==> src/rtl/wbs_spi_master.sv <==
// wbs_spi_master
//   Wishbone slave that runs an external SPI bus as master. Byte-wide,
//   MSB-first transfers. Chip select is under software control, so
//   multi-byte frames are built from back-to-back TXDATA writes.
//
//   Register map (word index on wbs_adr_i):
//     0 CTRL   rw   [7:0] DIV, [8] CS, [9] CPOL, [10] CPHA
//     1 TXDATA w    [7:0] byte; starts a transfer when idle, else sets OVERRUN
//     2 RXDATA r    [7:0] last received byte; a read clears RX_VALID
//     3 STATUS r/w1c [0] BUSY, [1] RX_VALID, [2] OVERRUN
//   Any other address acks, reads 0 and ignores writes.
//
//   Optional build macro SPI_MODE_SEL_EN: when defined, CPOL/CPHA are
//   writable and all four SPI modes are supported. When undefined, only
//   mode 0 exists and CTRL[10:9] read 0.
//
// Ports:
//   clk, rst_n                    system clock, async active-low reset
//   wbs_stb_i, wbs_we_i           Wishbone strobe / write enable
//   wbs_adr_i[3:0], wbs_dat_i     register index / write data
//   wbs_dat_o, wbs_ack_o          read data (valid with ack) / acknowledge
//   spi_sck, spi_csn, spi_sdo     SPI clock, chip select (low), master out
//   spi_sdi                       SPI master in
module wbs_spi_master #(
  parameter logic [7:0] DIV_DEFAULT = 8'd11
) (
  input  logic        clk,
  input  logic        rst_n,
  input  logic        wbs_stb_i,
  input  logic        wbs_we_i,
  input  logic [3:0]  wbs_adr_i,
  input  logic [31:0] wbs_dat_i,
  output logic [31:0] wbs_dat_o,
  output logic        wbs_ack_o,
  output logic        spi_sck,
  output logic        spi_csn,
  output logic        spi_sdo,
  input  logic        spi_sdi
);

  typedef enum logic {IDLE, SHIFT} state_t;
  state_t state_q, state_d;

  logic [7:0]  ctrl_div_q, lat_div_q, cnt_q, tx_q, rx_q, rxdata_q;
  logic [3:0]  edge_q;
  logic        cs_q, rxv_q, ovr_q;
  logic        ctrl_cpol, ctrl_cpha, lat_cpha;
  logic        busy, wr, rd, tx_wr, start, half_tc, done, leading;
  logic        do_sample, do_shift, sdo_next;
  logic        clr_rxv, clr_ovr, set_ovr;
  logic [7:0]  rx_next;
  logic [31:0] rdata;
  logic        unused_dat;

  // Side effects land on the edge that closes the ack cycle.
  assign wr      = wbs_stb_i && wbs_ack_o && wbs_we_i;
  assign rd      = wbs_stb_i && wbs_ack_o && !wbs_we_i;
  assign busy    = (state_q == SHIFT);
  assign tx_wr   = wr && (wbs_adr_i == 4'd1);
  assign start   = tx_wr && !busy;
  assign set_ovr = tx_wr && busy;
  assign clr_ovr = wr && (wbs_adr_i == 4'd3) && wbs_dat_i[2];
  assign clr_rxv = (wr && (wbs_adr_i == 4'd3) && wbs_dat_i[1]) ||
                   (rd && (wbs_adr_i == 4'd2));

  assign half_tc = busy && (cnt_q == lat_div_q);
  assign done    = half_tc && (edge_q == 4'd15);
  // Edge numbers are 1-based; an even count of completed edges means the
  // edge about to happen is odd, i.e. a leading edge.
  assign leading = !edge_q[0];
  assign rx_next = {rx_q[6:0], spi_sdi};
  assign unused_dat = ^wbs_dat_i;

`ifdef SPI_MODE_SEL_EN
  logic cpol_q, cpha_q, lat_cpha_q;
  assign ctrl_cpol = cpol_q;
  assign ctrl_cpha = cpha_q;
  assign lat_cpha  = lat_cpha_q;
  assign do_sample = half_tc && (lat_cpha ? !leading : leading);
  assign do_shift  = half_tc && (lat_cpha ? leading : !leading);
  // CPHA=0 already presented bit 7 at start, so the next bit is bit 6.
  assign sdo_next  = lat_cpha ? tx_q[7] : tx_q[6];

  always_ff @(posedge clk or negedge rst_n) begin
    if (!rst_n) begin
      cpol_q     <= 1'b0;
      cpha_q     <= 1'b0;
      lat_cpha_q <= 1'b0;
    end else begin
      if (wr && (wbs_adr_i == 4'd0)) begin
        cpol_q <= wbs_dat_i[9];
        cpha_q <= wbs_dat_i[10];
      end
      if (start) lat_cpha_q <= cpha_q;
    end
  end
`else
  assign ctrl_cpol = 1'b0;
  assign ctrl_cpha = 1'b0;
  assign lat_cpha  = 1'b0;
  assign do_sample = half_tc && leading;
  assign do_shift  = half_tc && !leading;
  assign sdo_next  = tx_q[6];
`endif

  always_ff @(posedge clk or negedge rst_n) begin
    if (!rst_n) state_q <= IDLE;
    else        state_q <= state_d;
  end

  always_comb begin
    state_d = state_q;
    case (state_q)
      IDLE:    if (start) state_d = SHIFT;
      SHIFT:   if (done)  state_d = IDLE;
      default: state_d = IDLE;
    endcase
  end

  always_comb begin
    rdata = '0;
    case (wbs_adr_i)
      4'd0:    rdata = {21'd0, ctrl_cpha, ctrl_cpol, cs_q, ctrl_div_q};
      4'd2:    rdata = {24'd0, rxdata_q};
      4'd3:    rdata = {29'd0, ovr_q, rxv_q, busy};
      default: rdata = '0;
    endcase
  end

  always_ff @(posedge clk or negedge rst_n) begin
    if (!rst_n) begin
      wbs_ack_o  <= 1'b0;
      wbs_dat_o  <= '0;
      ctrl_div_q <= DIV_DEFAULT;
      cs_q       <= 1'b0;
      rxv_q      <= 1'b0;
      ovr_q      <= 1'b0;
      rxdata_q   <= '0;
      spi_csn    <= 1'b1;
    end else begin
      wbs_ack_o <= wbs_stb_i && !wbs_ack_o;
      wbs_dat_o <= (wbs_stb_i && !wbs_ack_o) ? rdata : '0;
      spi_csn   <= !cs_q;
      if (wr && (wbs_adr_i == 4'd0)) begin
        ctrl_div_q <= wbs_dat_i[7:0];
        cs_q       <= wbs_dat_i[8];
      end
      // Set wins over a simultaneous clear.
      if (done)         rxv_q <= 1'b1;
      else if (clr_rxv) rxv_q <= 1'b0;
      if (set_ovr)      ovr_q <= 1'b1;
      else if (clr_ovr) ovr_q <= 1'b0;
      if (done) rxdata_q <= do_sample ? rx_next : rx_q;
    end
  end

  always_ff @(posedge clk or negedge rst_n) begin
    if (!rst_n) begin
      lat_div_q <= '0;
      cnt_q     <= '0;
      edge_q    <= '0;
      tx_q      <= '0;
      rx_q      <= '0;
      spi_sck   <= 1'b0;
      spi_sdo   <= 1'b0;
    end else if (!busy) begin
      spi_sck <= ctrl_cpol;
      if (start) begin
        lat_div_q <= ctrl_div_q;
        cnt_q     <= '0;
        edge_q    <= '0;
        tx_q      <= wbs_dat_i[7:0];
        rx_q      <= '0;
        if (!ctrl_cpha) spi_sdo <= wbs_dat_i[7];
      end
    end else begin
      cnt_q <= half_tc ? 8'd0 : cnt_q + 8'd1;
      if (half_tc) begin
        spi_sck <= !spi_sck;
        edge_q  <= edge_q + 4'd1;
      end
      if (do_sample) rx_q <= rx_next;
      if (do_shift) begin
        spi_sdo <= sdo_next;
        tx_q    <= {tx_q[6:0], 1'b0};
      end
    end
  end

endmodule
==> config.mk <==
export PLATFORM = sky130hd
export DESIGN_NAME = wbs_spi_master
export DESIGN_NICKNAME = d
export VERILOG_FILES = /design/src/rtl/wbs_spi_master.sv
export SDC_FILE = /design/constraint.sdc
export NUM_CORES = 1
export LEC_CHECK = 0
export ABC_CLOCK_PERIOD_IN_PS = 2600
export BUFFER_PORTS_ARGS = -buffer_cell sky130_fd_sc_hd__buf_2
export CAP_MARGIN = 20
export CORE_MARGIN = 1.5
export CORE_UTILIZATION = 34
export DETAILED_ROUTE_END_ITERATION = 12
export PLACE_DENSITY = 0.59
export RECOVER_POWER = 25
export SLEW_MARGIN = 15
export SYNTH_ARGS = -nofsm -noshare
export SYNTH_HDL_FRONTEND = slang
export SYNTH_SLANG_ARGS = --single-unit
export TNS_END_PERCENT = 1
==> constraint.sdc <==
create_clock -name clk -period 2.6 [get_ports clk]
set_input_delay 0.26 -clock clk [delete_from_list [all_inputs] [get_ports clk]]
set_output_delay 0.26 -clock clk [all_outputs]
set_load 0.02 [all_outputs]
==> summary.txt <==
Ports: 77
Worst slew pin tran: 1.408 ns
Worst skew pair latency: 0.35 ns
First-pass GRT wire length: 12740 um
Final period util: 0.7863
Initial antenna violation count: 0
Critical path type: reg -> reg
Post-Syn Instances: 315
Initial DRC Count: 143
H-tree levels: 3
Layout cells sized above 1: 0.2528
Post-route ant nets: 0
Via/cell ratio: 5.153
Routed WL: 7573 um
RSZ-0062 raised after global routing: false
Hold path startpoint: wbs_dat_i[8]
Final non-filler cell area: 3920 sq um
RePlAce Congestion: 0.7847
Total Power: 3.409 mW
Worst path max stage delay: 0.49 ns
Worst vdd ir: 355.7 uV
Setup violations, final: 0
Seq/Total Area, Yosys: 0.4901
Min-Delay Endpoint: cs_q
TritonCTS clock tree: done
Gr usage total: 0.1487
Number of global-route vias before repair: 2451
# diodes: 0
Mean Syn Cell Area: 11.05 sq um
Worst R2R Start: cnt_q[3]
CP Max Fanout: 8
Site Rows: 36
Final Hold Viols: 0
Power Dens Cells: 869.7 nW/um^2
Hold WS: 0.1398 ns
Slowest cell on crit path: o21ai_0
Root Buffer: clkbuf_8
Post-synth EDFFs: 0
Crit path required time: 2.80 ns
Syn. warnings: 0
Worst r2r dst: cnt_q[7]
Max Root-Sink Buffers: 2
Critical path arrival: 2.25 ns
Tightest Hold Check Type: in -> reg
FILL cells: 987
P_leak: 1.742 nW
Nets: 390
Max_slew headroom: 0.06126
Family with the most delay on the worst path: compound AO/OA/AOI/OAI gates
Final worst path period need: 2.044 ns
Initial Util: 0.3530
Worst reg2reg setup slack: 0.56 ns
IO buf count: 30
Max_cap viols: 0
CTS Buf Count: 9
Most common cell on crit path: o21ai_0
Mapped cell area: 3482 sq um
Worst-path clk slew: 0.08 ns
Startpoint Class: flop
Hpwl dp: 5282 um
Area growth from synthesis to layout: 12.58%
Setup TNS Final: 0 ns
DR vias: 2499
Drt pass-1 iters: 6
DR WL/cell: 15.61 um
Gr ovfl total: 0
Hold Crit Depth: 2
CP Capture Type: flop
DRC: 0
CTS Sinks: 68
Distinct cells, synth: 48
Largest net degree at the start of global routing: 46
FF+latch count, synth: 68
Final slew viol count: 0
Post-CTS Setup Bufs: 0
Die extent in y: 104.2 um
Fmax achieved: 0.4892 GHz
CP bufs+invs: 1
Die area: 10860 sq um
DP Area: 3712 sq um
Cell Chain, Critical Path: xnor2_1 > nand4_1 > buf_4 > o21ai_0 > o21ai_0
Core ar.: 9864 sq um
Chip Width: 104.2 um
Worst r2r path cells: 5
Synth Flop Type: dfrtp_1
Core Util, Final: 0.3974
Status: finished, final reports clean
Asr flop ratio synth: 1.000
Clock skew: 0.009950 ns
==> where the power goes <==
| group | internal, mW | switching (mW) |
|---|---|---|
| clock | 0.497 | 0.419 |
| combinational | 0.398 | 0.660 |
| sequential | 1.23 | 0.207 |
==> through the flow <==
stage	instances	worst slack [ns]
final	485	0.5557
after detailed placement	468	0.5385
after global placement	468	0.5419
after floorplan	337	0.7264
after global routing	485	0.3381
after CTS	485	0.5435
==> layout by cell type (no fill, tap or decap), drive strengths merged, types with 2 or more instances in the layout <==
cell    synthesis  layout
dfrtp          64      64
mux2           33      33
buf            34      31
conb            1      23
clkbuf         10      22
nand2          19      19
nor2           15      15
o21ai          12      12
nand4          11      11
a31oi          10      10
mux2i           9       9
xnor2           9       9
a32o            9       9
nand3           8       8
o31ai           7       7
and3            7       7
a211oi          7       7
inv             5       5
o211ai          5       5
dfstp           4       4
or4             4       4
nor4            4       4
clkinv          1       4
nor2b           3       3
o311ai          3       3
a21oi           3       3
nor3            2       2
and4            2       2
ha              2       2
==> flip-flops by register name (all words and copies together), names as in the netlist <==
register    count
spi_sck         1
wbs_ack_o       1
tx_q            7
busy            1
cnt_q           8
wbs_dat_o       9
spi_sdo         1
rxdata_q        8
rx_q            8
lat_div_q       8
rxv_q           1
edge_q          4
cs_q            1
spi_csn         1
ovr_q           1
ctrl_div_q      8
==> synth_stat cells (2+ instances only) <==
master | number | share of area
dfrtp_1 | 64 | 0.46
mux2_2 | 33 | 0.11
buf_4 | 24 | 0.052
nand2_1 | 19 | 0.020
nor2_1 | 15 | 0.016
o21ai_0 | 12 | 0.017
nand4_1 | 11 | 0.020
a31oi_1 | 10 | 0.018
clkbuf_1 | 10 | 0.011
a32o_1 | 9 | 0.026
mux2i_1 | 9 | 0.026
xnor2_1 | 9 | 0.023
nand3_1 | 8 | 0.011
a211oi_1 | 7 | 0.015
and3_1 | 7 | 0.013
o31ai_1 | 7 | 0.015
buf_2 | 6 | 0.0086
inv_1 | 5 | 0.0054
o211ai_1 | 5 | 0.011
dfstp_2 | 4 | 0.030
nor2b_1 | 3 | 0.0054
o311ai_0 | 3 | 0.0075
or4_1 | 3 | 0.0065
a21oi_1 | 2 | 0.0029
and4_1 | 2 | 0.0050
buf_1 | 2 | 0.0022
buf_6 | 2 | 0.0065
ha_1 | 2 | 0.0072
nor3_1 | 2 | 0.0029
nor4_1 | 2 | 0.0036
==> routing by layer <==
layer | track usage | vias to the layer above | routed length (um)
li1 | - | 1179 | -
met1 | 0.2044 | 1258 | 3665
met2 | 0.2289 | 54 | 3509
met3 | 0.04198 | 8 | 317
met4 | 0.04167 | 0 | 81
met5 | 0 | - | 0
==> repair_timing <==
item                      CTS  global route
hold buffers                1             0
hold endpoints to repair   22             0
resized for setup           0             0
==> worst max path at each step <==
stage | from | to | slack, ns | depth (start not counted)
after global routing | cnt_q[3] | cnt_q[7] | 0.34 | 5
after floorplan | wbs_ack_o | rx_q[0] | 0.73 | 6
after global placement | wbs_adr_i[1] | rx_q[6] | 0.54 | 5
after CTS | cnt_q[3] | cnt_q[7] | 0.54 | 5
final | cnt_q[3] | cnt_q[7] | 0.56 | 5
after detailed placement | wbs_adr_i[1] | rx_q[0] | 0.54 | 5
==> layout make-up <==
type                       instances  area (sq um)  area share
sequential                        68          1707      0.4354
multi-input combinational        219          1564      0.3990
timing repair buffer              43         249.0     0.06352
tap                              133         166.4     0.04245
clock buffer                      11         151.4     0.03862
clock inverter                     5         60.06     0.01532
inverter                           6         22.52    0.005745
==> logic make-up (layout without fill, tap and decap cells) <==
family                   Yosys count  count (layout)  share of synthesized area
AO/OA/AOI/OAI                     62              62                     0.1301
XOR/XNOR                          10              10                    0.02515
adder cells (fa/ha/maj)            2               2                   0.007185
buffers and inverters             50              65                    0.08624
flip-flops                        68              68                     0.4901
multiplexers                      42              42                     0.1326
other                              1              23                   0.001077
AND/OR/NAND/NOR                   80              80                     0.1276
(Power assumes the default switching activity.)
